[config.mk]
export PLATFORM = sky130hd
export DESIGN_NAME = two_digits_decimal_down_timer_flat
export DESIGN_NICKNAME = d
export VERILOG_FILES = /design/src/rtl/shot_clock_pkg.sv /design/src/rtl/two_digits_decimal_down_timer_if.sv /design/src/rtl/bcd_digit_down_counter.sv /design/src/rtl/two_digits_decimal_down_timer.sv /design/src/flat_wrapper.sv
export SDC_FILE = /design/constraint.sdc
export NUM_CORES = 1
export LEC_CHECK = 0
export CORE_ASPECT_RATIO = 1.5
export CORE_MARGIN = 4
export CORE_UTILIZATION = 60
export CTS_BUF_LIST = sky130_fd_sc_hd__clkbuf_8
export DETAILED_ROUTE_END_ITERATION = 7
export GPL_TIMING_DRIVEN = 0
export HOLD_SLACK_MARGIN = 0.15
export PLACE_DENSITY = 0.83
export SLEW_MARGIN = 25
export SYNTH_ARGS = -nofsm -noshare
export SYNTH_HDL_FRONTEND = slang
export SYNTH_SLANG_ARGS = --single-unit
[constraint.sdc]
create_clock -name clk -period 4.4 [get_ports clk]
set_clock_uncertainty 0.15 [all_clocks]
set_input_delay 0.88 -clock clk [delete_from_list [all_inputs] [get_ports clk]]
set_output_delay 0.88 -clock clk [all_outputs]
set_load 0.02 [all_outputs]
[src/rtl/shot_clock_pkg.sv]
// Shared types and constants for the two-digit BCD shot-clock countdown timer.
package shot_clock_pkg;

    typedef logic [3:0] bcd_t;

    typedef enum logic [1:0] {
        IDLE,
        RUN,
        PAUSED,
        EXPIRED
    } timer_state_t;

    localparam bcd_t BCD_MAX    = 4'd9;
    localparam bcd_t WARN_LIMIT = 4'd5;

    // Loaded digits above 9 are forced to 9 so the counters only ever hold valid BCD.
    function automatic bcd_t bcd_clamp(input bcd_t d);
        return (d > BCD_MAX) ? BCD_MAX : d;
    endfunction

endpackage

[src/rtl/two_digits_decimal_down_timer_if.sv]
// Control and display bus of the shot-clock timer: the game logic drives the master side,
// the timer sits on the slave side.
interface two_digits_decimal_down_timer_if;
    import shot_clock_pkg::*;

    logic loadN;
    logic start;
    logic pause;
    bcd_t datainL;
    bcd_t datainH;
    bcd_t countL;
    bcd_t countH;
    logic running;
    logic tc;
    logic expired;
    logic warn;

    modport master (
        output loadN, start, pause, datainL, datainH,
        input  countL, countH, running, tc, expired, warn
    );

    modport slave (
        input  loadN, start, pause, datainL, datainH,
        output countL, countH, running, tc, expired, warn
    );

endinterface

[src/rtl/bcd_digit_down_counter.sv]
// One BCD digit counting down 9..0 with wrap to 9. Load beats enable; borrow-out flags
// an enabled step taken from 0 so the next digit up can decrement.
module bcd_digit_down_counter
    import shot_clock_pkg::*;
#(
    parameter bcd_t RESET_VAL = 4'd0
) (
    input  logic clk,
    input  logic reset,
    input  logic i_load,
    input  bcd_t i_load_val,
    input  logic i_en,
    output bcd_t o_digit,
    output bcd_t o_digit_next,
    output logic o_borrow
);

    bcd_t r_digit;

    always_comb begin
        o_digit_next = r_digit;
        if (i_load) begin
            o_digit_next = i_load_val;
        end else if (i_en) begin
            o_digit_next = (r_digit == 4'd0) ? BCD_MAX : r_digit - 4'd1;
        end
    end

    always_ff @(posedge clk or posedge reset) begin
        if (reset) begin
            r_digit <= RESET_VAL;
        end else begin
            r_digit <= o_digit_next;
        end
    end

    assign o_digit  = r_digit;
    assign o_borrow = i_en && (r_digit == 4'd0);

endmodule

[src/rtl/two_digits_decimal_down_timer.sv]
// Two-digit BCD shot-clock countdown (99..00) with load, start, pause/resume and expiry.
// Optional low-time warning output is built only when SHOT_CLOCK_WARN_EN is defined.
module two_digits_decimal_down_timer
    import shot_clock_pkg::*;
#(
    parameter int   TICK_DIV  = 31_500_000,
    parameter bcd_t DEFAULT_H = 4'd3,
    parameter bcd_t DEFAULT_L = 4'd0
) (
    input  logic clk,
    input  logic reset,
    two_digits_decimal_down_timer_if.slave bus
);

    localparam int              PW         = (TICK_DIV > 1) ? $clog2(TICK_DIV) : 1;
    localparam logic [PW-1:0]   PRESC_LAST = PW'(TICK_DIV - 1);

    timer_state_t    r_state;
    logic [PW-1:0]   r_presc;
    logic            r_running;
    logic            r_tc;
    logic            r_expired;

    logic            w_load;
    logic            w_step;
    logic            w_count_zero;
    logic            w_next_zero;
    logic [1:0]      w_en;
    logic [1:0]      w_borrow;
    bcd_t            w_load_val [2];
    bcd_t            w_digit    [2];
    bcd_t            w_next     [2];

    assign w_load        = !bus.loadN;
    assign w_load_val[0] = bcd_clamp(bus.datainL);
    assign w_load_val[1] = bcd_clamp(bus.datainH);

    assign w_step = (r_state == RUN) && !w_load && !bus.pause && (r_presc == PRESC_LAST);
    assign w_en[0] = w_step;
    assign w_en[1] = w_borrow[0];

    // Index 0 is the units digit, index 1 the tens digit fed by the units borrow.
    generate
        for (genvar gi = 0; gi < 2; gi++) begin : g_digit
            bcd_digit_down_counter #(
                .RESET_VAL ((gi == 0) ? DEFAULT_L : DEFAULT_H)
            ) u_digit (
                .clk          (clk),
                .reset        (reset),
                .i_load       (w_load),
                .i_load_val   (w_load_val[gi]),
                .i_en         (w_en[gi]),
                .o_digit      (w_digit[gi]),
                .o_digit_next (w_next[gi]),
                .o_borrow     (w_borrow[gi])
            );
        end
    endgenerate

    assign w_count_zero = (w_digit[1] == 4'd0) && (w_digit[0] == 4'd0);
    assign w_next_zero  = (w_next[1]  == 4'd0) && (w_next[0]  == 4'd0);

    always_ff @(posedge clk or posedge reset) begin
        if (reset) begin
            r_state   <= IDLE;
            r_presc   <= '0;
            r_running <= 1'b0;
            r_tc      <= 1'b0;
            r_expired <= 1'b0;
        end else begin
            r_tc <= 1'b0;
            if (w_load) begin
                r_state   <= IDLE;
                r_presc   <= '0;
                r_running <= 1'b0;
                r_expired <= 1'b0;
            end else begin
                unique case (r_state)
                    IDLE: begin
                        if (!bus.pause && bus.start) begin
                            if (w_count_zero) begin
                                r_state   <= EXPIRED;
                                r_tc      <= 1'b1;
                                r_expired <= 1'b1;
                            end else begin
                                r_state   <= RUN;
                                r_running <= 1'b1;
                            end
                        end
                    end
                    RUN: begin
                        if (bus.pause) begin
                            r_state   <= PAUSED;
                            r_running <= 1'b0;
                        // A tens borrow would mean stepping below 00; treat it as expiry too.
                        end else if (w_next_zero || w_borrow[1]) begin
                            r_state   <= EXPIRED;
                            r_running <= 1'b0;
                            r_tc      <= 1'b1;
                            r_expired <= 1'b1;
                            r_presc   <= '0;
                        end else begin
                            r_presc <= (r_presc == PRESC_LAST) ? '0 : r_presc + PW'(1);
                        end
                    end
                    PAUSED: begin
                        if (!bus.pause && bus.start) begin
                            r_state   <= RUN;
                            r_running <= 1'b1;
                        end
                    end
                    default: begin
                    end
                endcase
            end
        end
    end

    assign bus.countL  = w_digit[0];
    assign bus.countH  = w_digit[1];
    assign bus.running = r_running;
    assign bus.tc      = r_tc;
    assign bus.expired = r_expired;

`ifdef SHOT_CLOCK_WARN_EN
    logic r_warn;
    logic w_warn_active;

    // True when the state after this edge will be RUN or PAUSED.
    assign w_warn_active = !w_load &&
        (((r_state == RUN) && (bus.pause || !(w_next_zero || w_borrow[1]))) ||
         (r_state == PAUSED) ||
         ((r_state == IDLE) && bus.start && !bus.pause && !w_count_zero));

    always_ff @(posedge clk or posedge reset) begin
        if (reset) begin
            r_warn <= 1'b0;
        end else begin
            r_warn <= w_warn_active && (w_next[1] == 4'd0) && (w_next[0] <= WARN_LIMIT);
        end
    end

    assign bus.warn = r_warn;
`else
    assign bus.warn = 1'b0;
`endif

endmodule

[src/flat_wrapper.sv]
// flat-port wrapper written by rule: the top's interface ports become plain ports
module two_digits_decimal_down_timer_flat import shot_clock_pkg::*;
#(
    parameter int   TICK_DIV  = 31_500_000,
    parameter bcd_t DEFAULT_H = 4'd3,
    parameter bcd_t DEFAULT_L = 4'd0
)
  (clk, reset, bus_loadN, bus_start, bus_pause, bus_datainL, bus_datainH, bus_countL, bus_countH, bus_running, bus_tc, bus_expired, bus_warn);
  two_digits_decimal_down_timer_if bus_i ();
  input  logic clk;
  input  logic reset;
  input wire logic [$bits(bus_i.loadN)-1:0] bus_loadN;
  input wire logic [$bits(bus_i.start)-1:0] bus_start;
  input wire logic [$bits(bus_i.pause)-1:0] bus_pause;
  input wire logic [$bits(bus_i.datainL)-1:0] bus_datainL;
  input wire logic [$bits(bus_i.datainH)-1:0] bus_datainH;
  output wire logic [$bits(bus_i.countL)-1:0] bus_countL;
  output wire logic [$bits(bus_i.countH)-1:0] bus_countH;
  output wire logic [$bits(bus_i.running)-1:0] bus_running;
  output wire logic [$bits(bus_i.tc)-1:0] bus_tc;
  output wire logic [$bits(bus_i.expired)-1:0] bus_expired;
  output wire logic [$bits(bus_i.warn)-1:0] bus_warn;
  assign bus_i.loadN = bus_loadN;
  assign bus_i.start = bus_start;
  assign bus_i.pause = bus_pause;
  assign bus_i.datainL = bus_datainL;
  assign bus_i.datainH = bus_datainH;
  assign bus_countL = bus_i.countL;
  assign bus_countH = bus_i.countH;
  assign bus_running = bus_i.running;
  assign bus_tc = bus_i.tc;
  assign bus_expired = bus_i.expired;
  assign bus_warn = bus_i.warn;
  two_digits_decimal_down_timer #(.TICK_DIV(TICK_DIV), .DEFAULT_H(DEFAULT_H), .DEFAULT_L(DEFAULT_L)) u_core (.clk(clk), .reset(reset), .bus(bus_i));
endmodule
; Word-level counts from Yosys, hierarchy flattened
; Index checks and enable logic that the tools add are counted.
; Widths: inputs -> output; s select.
[classes]
add_sub_neg = 3
magnitude_cmp = 2
n_eq_ne = 14
mux = 39
reduce_logical = 19
[ops]
columns = operator, n
row1 = $mux 25, 5
row2 = $mux 4, 8
row3 = $add 25x1->25 const B, 1
row4 = $eq 25x25->1 const B, 1
row5 = $logic_not 4->1, 4
row6 = $mux 1, 16
row7 = $mux 2, 6
row8 = $reduce_and 5->1, 2
row9 = $ne 3x2->1 const B, 3
row10 = $ne 3x3->1 const B, 3
row11 = $gt 4x4->1 const B, 2
row12 = $logic_and 1x1->1, 8
row13 = $sub 4x1->4 const B, 2
row14 = $pmux 2 s3, 1
row15 = $ne 4x1->1 const B, 1
row16 = $ne 4x4->1 const B, 1
row17 = $pmux 1 s2, 2
row18 = $reduce_and 4->1, 1
row19 = $ne 3x1->1 const B, 1
row20 = $pmux 1 s3, 1
row21 = $eq 2x1->1 const B, 1
row22 = $eq 2x2->1 const B, 1
row23 = $logic_not 2->1, 1
row24 = $ne 2x1->1 const B, 1
row25 = 4 further kinds, 4
[word_totals]
regBits = 38
inputBits = 13
out_inout_bits = 12
elab_cells = 84

; Logic depth before layout (Yosys ltp)
[logic_depth]
depth_word = 14
depth_mapped = 13
mapped_depth_nobuf = 10

; Cells and area by module
; A second synthesis with hierarchy kept.
[hier_totals]
cells_unflattened = 264
hier_area_um2 = 2352.3
[by_module_without_submodules]
columns = mod, n_inst, cells_per_inst, area_each_um2, seq_area_each_um2
row1 = two_digits_decimal_down_timer, 1, 218, 1894.3, 750.7
row2 = bcd_digit_down_counter (u_core.g_digit[1].u_digit), 1, 23, 230.2, 102.6
row3 = bcd_digit_down_counter (u_core.g_digit[0].u_digit), 1, 23, 227.7, 100.1

; Worst setup path after synthesis
; No wires, ideal clock.
[synth_path]
path_kind = input-to-reg
from = input bus_pause
to = register u_core.r_presc[24]
setup_ns = 0.121
arrival_time_ns = 2.892
required_ns = 4.129
slack_ns = 1.237
path_stages = 10
n_path_buf = 3
path_cell_list = nand3b_1 or4_1 clkbuf_1 nor4_2 xor2_1 a2111oi_4 a21boi_2 buf_6 buf_6 a22o_1
[synth_via]
elab_chain_cells = 13
elab_cells_between_ends = 19
cone_classes = eq/ne: 1 / mux: 8 / reduce/logical: 10
[synth_rtl]
columns = item, line_no
row1 = start: declaration, flat_wrapper.sv:14  ; input wire logic [$bits(bus_i.pause)-1:0] bus_pause;
row2 = $logic_not 1->1, two_digits_decimal_down_timer.sv:38  ; assign w_step = (r_state == RUN) && !w_load && !bus.pause && (r_presc == PRESC_LAST);
row3 = $logic_and 1x1->1 (2 in a row), two_digits_decimal_down_timer.sv:38
row4 = $logic_and 1x1->1, bcd_digit_down_counter.sv:38  ; assign o_borrow = i_en && (r_digit == 4'd0);
row5 = $mux 4, bcd_digit_down_counter.sv:24  ; end else if (i_en) begin
row6 = $mux 4, bcd_digit_down_counter.sv:22  ; if (i_load) begin
row7 = $logic_not 4->1, two_digits_decimal_down_timer.sv:61  ; assign w_next_zero = (w_next[1] == 4'd0) && (w_next[0] == 4'd0);
row8 = $logic_and 1x1->1, two_digits_decimal_down_timer.sv:61
row9 = $logic_or 1x1->1, two_digits_decimal_down_timer.sv:96  ; end else if (w_next_zero || w_borrow[1]) begin
row10 = $mux 25, two_digits_decimal_down_timer.sv:96
row11 = $mux 25, two_digits_decimal_down_timer.sv:92  ; if (bus.pause) begin
row12 = $mux 25, two_digits_decimal_down_timer.sv:78  ; unique case (r_state)
row13 = $mux 25, two_digits_decimal_down_timer.sv:72  ; if (w_load) begin
row14 = end signal: assignment, two_digits_decimal_down_timer.sv:103  ; r_presc <= (r_presc == PRESC_LAST) ? '0 : r_presc + PW'(1);
row15 = end: declaration, two_digits_decimal_down_timer.sv:19  ; logic [PW-1:0] r_presc;
; Parallel ways exist; a longest one is shown, timed or not. The select of a mux whose other input is x is not followed.
; A chain may end at the register's enable or synchronous reset.

; Worst setup path in the final report
[layout_path]
from = input bus_loadN
to = register u_core.r_presc[19]
[layout_via]
elab_chain_cells = 13
elab_cells_between_ends = 20
cone_classes = eq/ne: 2 / mux: 8 / reduce/logical: 10
[layout_rtl]
columns = item, line_no
row1 = start: declaration, flat_wrapper.sv:12  ; input wire logic [$bits(bus_i.loadN)-1:0] bus_loadN;
row2 = $logic_and 1x1->1 (3 in a row), two_digits_decimal_down_timer.sv:38
row3 = $logic_and 1x1->1, bcd_digit_down_counter.sv:38
row4 = $mux 4, bcd_digit_down_counter.sv:24
row5 = $mux 4, bcd_digit_down_counter.sv:22
row6 = $logic_not 4->1, two_digits_decimal_down_timer.sv:61
row7 = $logic_and 1x1->1, two_digits_decimal_down_timer.sv:61
row8 = $logic_or 1x1->1, two_digits_decimal_down_timer.sv:96
row9 = $mux 25, two_digits_decimal_down_timer.sv:96
row10 = $mux 25, two_digits_decimal_down_timer.sv:92
row11 = $mux 25, two_digits_decimal_down_timer.sv:78
row12 = $mux 25, two_digits_decimal_down_timer.sv:72
; Parallel ways exist; a longest one is shown, timed or not. The select of a mux whose other input is x is not followed.

==> impl_metrics.csv <==
group,metric,value,unit
setup_path,cp_cell_sequence,"clkdlybuf4s50_1, nand3b_1, or4_1, clkbuf_1, nor3_1, o22ai_1, nor4_2, nand2_2, nand2_1, buf_2, o311ai_1",
detailed_routing,viasPerCell,6.397,
power_and_ir_drop,swShare,0.3226,
final_layout,area_growth,17.10,%
floorplanning,fp.dieW,60.49,um
global_routing,use_met2,0.4911,
clocking,max-clock-path-buffers,2,
setup_path,path_max_fanout,10,
timing,rsz0062_at_grt,"false",
clocking,cts_hold_buf,0,
power_and_ir_drop,clkPwrFrac,0.300,
synthesis,syn-cell-area,2480,um2
final_layout,layout-drive-gt1-share,0.1038,
synthesis,synth_warnings,0,
timing,layout_min_cycle_time,3.896,ns
power_and_ir_drop,p_int,0.6411,mW
clocking,postCtsSetupBuffers,0,
timing,relSlewSlack,0.6385,
global_routing,track_usage,0.2682,
detailed_routing,detail_route.wl_per_cell,17.74,um
synthesis,ys_seq_area_frac,0.3845,
power_and_ir_drop,p_sw,0.3054,mW
power_and_ir_drop,powerDensity,325.9,nW/um2
power_and_ir_drop,combPwrFrac,0.280,
timing,setup-tns-final,0,ns
synthesis,avgSynthCellArea,8.671,um2
setup_path,worstPathRequired,4.41,ns
detailed_routing,dr_total_vias,2322,
setup_path,r2r_setup_slack,0.85,ns
clocking,insertion_delay,0.29,ns
run_status,status,"completed",
setup_path,cp-endpoint,"u_core.r_presc[19]",
clocking,numCtsBuffers,5,
clocking,cts_tree,"done",
power_and_ir_drop,leakage,1.154,nW
setup_path,cp_slowest_cell,"clkdlybuf4s50_1",
place,hpwl,4687,um
global_routing,grt_max_degree,24,
clocking,cts_sinks,38,
setup_path,r2r_cells,11,
power_and_ir_drop,ir_worst_vdd,0.0003204,V
run,max-cap-violations,0,
timing,worst_pin_slew,0.5381,ns
detailed_routing,drc,0,
setup_path,startpoint,"bus_loadN",
power_and_ir_drop,p_seq_frac,0.419,
timing,setup-violations-final,0,
synthesis,syn_nets,303,
synthesis,synth-edff-count,0,
global_routing,grt_use_met1,0.2966,
floorplanning,io_pins,25,
setup_path,r2r_start,"u_core.r_presc[0]",
setup_path,crit_path_end_kind,"flip-flop",
timing,max_freq,256.7,MHz
global_routing,busiest_layer,"met2",
global_routing,gr-total-overflow,0,
synthesis,synth_top_area_share,0.3633,
global_routing,grt_pass1_vias,2285,
detailed_routing,ant_nets,0,
setup_path,start_kind,"primary input",
timing,hold_viol,0,
synthesis,synth.largest_area_cell,"dfrtp_1",
setup_path,critical_path_class,"in2reg",
setup_path,r2r-end,"u_core.r_presc[19]",
power_and_ir_drop,fin_total_pwr,0.9465,mW
floorplanning,rows,28,
place,gp_congestion,0.9555,
detailed_routing,drt_iter0_markers,155,
synthesis,ys_seq_elements,38,
synthesis,ys.flop_type,"dfrtp_1",
worst_hold_path,hp-class,"reg2reg",
place,port_buffers,23,
clocking,post_cts_resized,0,
detailed_routing,first_pass_iters,6,
global_routing,antenna_found_initial,0,
clocking,htree_levels,2,
floorplanning,die_y,86.74,um
synthesis,synthTopCellsByArea,"dfrtp_1, nand2_1, nand3_1",
global_routing,met3_usage,0.03577,
final_layout,layout_common_cells,"nand2_1, dfrtp_1, nor2_1, nand3_1, clkdlybuf4s50_1",
floorplanning,coreArea,3959,um2
floorplanning,die_area,5247,um2
clocking,root_buffer,"clkbuf_8",
final_layout,final_common_cell,"nand2_1",
final_layout,diodes,0,
final_layout,nets,334,
timing,slew_violations,0,
global_routing,grt_first_pass_wirelength,10610,um
timing,fin_crit_sh,0.8854,
setup_path,critPathArrivalTime,3.91,ns
clocking,clkTransAtPathRegs,0.07,ns
synthesis,synth_cell_types,59,
floorplanning,initial_core_util,0.6264,
setup_path,slowest_delay,0.63,ns
detailed_routing,drt-total-wl,6439,um
synthesis,syn_inst,286,
synthesis,async_flop_share,1.000,
routing by layer:
layer	vias to the layer above	wire, um
met4	0	175
met5	-	0
met2	68	3527
met1	1131	2440
li1	1109	-
met3	14	296
metrics by stage:
step	setup slack [ns]	instance area (um2)	hold slack [ns]	util	cells
finish	0.5044	2904	0.3613	0.7336	363
global placement	0.3107	2766	0.3260	0.6988	354
floorplan	1.237	2480	0.3299	-	286
global route	0.3173	2904	0.4015	0.7336	363
detailed placement	0.2631	2794	0.3475	0.7058	355
CTS	0.5080	2904	0.3650	0.7336	363
worst min path at each step:
stage / from / endpoint / slack [ns] / cells past startpoint
floorplan: u_core.r_presc[24] / u_core.r_presc[24] / 0.33 / 1
finish: u_core.bus.expired / u_core.bus.expired / 0.36 / 1
CTS: u_core.bus.expired / u_core.bus.expired / 0.37 / 1
global placement: u_core.bus.expired / u_core.bus.expired / 0.33 / 1
detailed placement: u_core.bus.expired / u_core.bus.expired / 0.35 / 1
global route: u_core.bus.expired / u_core.bus.expired / 0.40 / 1
critical path, delay by kind of cell:
kind | cells | cell delay (ns)
AOI/OAI and AO/OA | 2 | 0.29
and+or+nand+nor | 6 | 1.61
buffers and inverters | 3 | 1.12
Yosys cell counts (4+ instances only):
master,number
ha_1,4
or2_2,5
a22o_1,4
nand2_1,37
nand3b_1,5
nor3_1,5
mux2i_1,5
nor2_1,29
clkbuf_1,5
o21ai_0,7
nand4_1,5
a21o_1,4
or4_1,4
o311ai_1,7
inv_1,11
a21oi_1,11
nand3_1,24
and3_1,8
o21ai_1,6
dfrtp_1,36
power groups by stage:
stage               registers, mW  logic, mW  clock network, mW
global route                0.400      0.291              0.302
global placement            0.402      0.253                  0
floorplan                   0.413      0.164                  0
CTS                         0.396      0.263              0.288
finish                      0.397      0.265              0.284
detailed placement          0.403      0.260                  0
sequential cells by signal (all words and copies together), names as in the netlist:
| name | count |
|---|---|
| u_core.bus.tc | 1 |
| u_core.r_presc | 25 |
| u_core.g_digit.u_digit.o_digit | 8 |
| u_core.r_state | 2 |
| u_core.bus.expired | 1 |
| u_core.bus.running | 1 |
cell type report:
class / count / area [um2]
repair buffers: 24 / 257.7
fillers: 321 / 1055
flip-flops and latches: 38 / 953.4
plain buffers: 11 / 63.81
multi-input cells: 226 / 1421
well taps: 45 / 56.30
inverters: 11 / 41.29
clock buffers: 8 / 110.1
cell families (layout without fill, tap and decap cells):
family / count (synthesis) / after routing / synth area share
multiplexers: 5 / 5 / 0.02018
flip-flops: 38 / 38 / 0.3845
AO/OA/AOI/OAI: 62 / 62 / 0.1862
adder cells (fa/ha/maj): 4 / 4 / 0.02018
other: 1 / 1 / 0.001512
AND/OR/NAND/NOR: 149 / 149 / 0.3274
buffers and inverters: 22 / 54 / 0.04238
XOR/XNOR: 5 / 5 / 0.01766
Power figures use the tool's default switching activity.
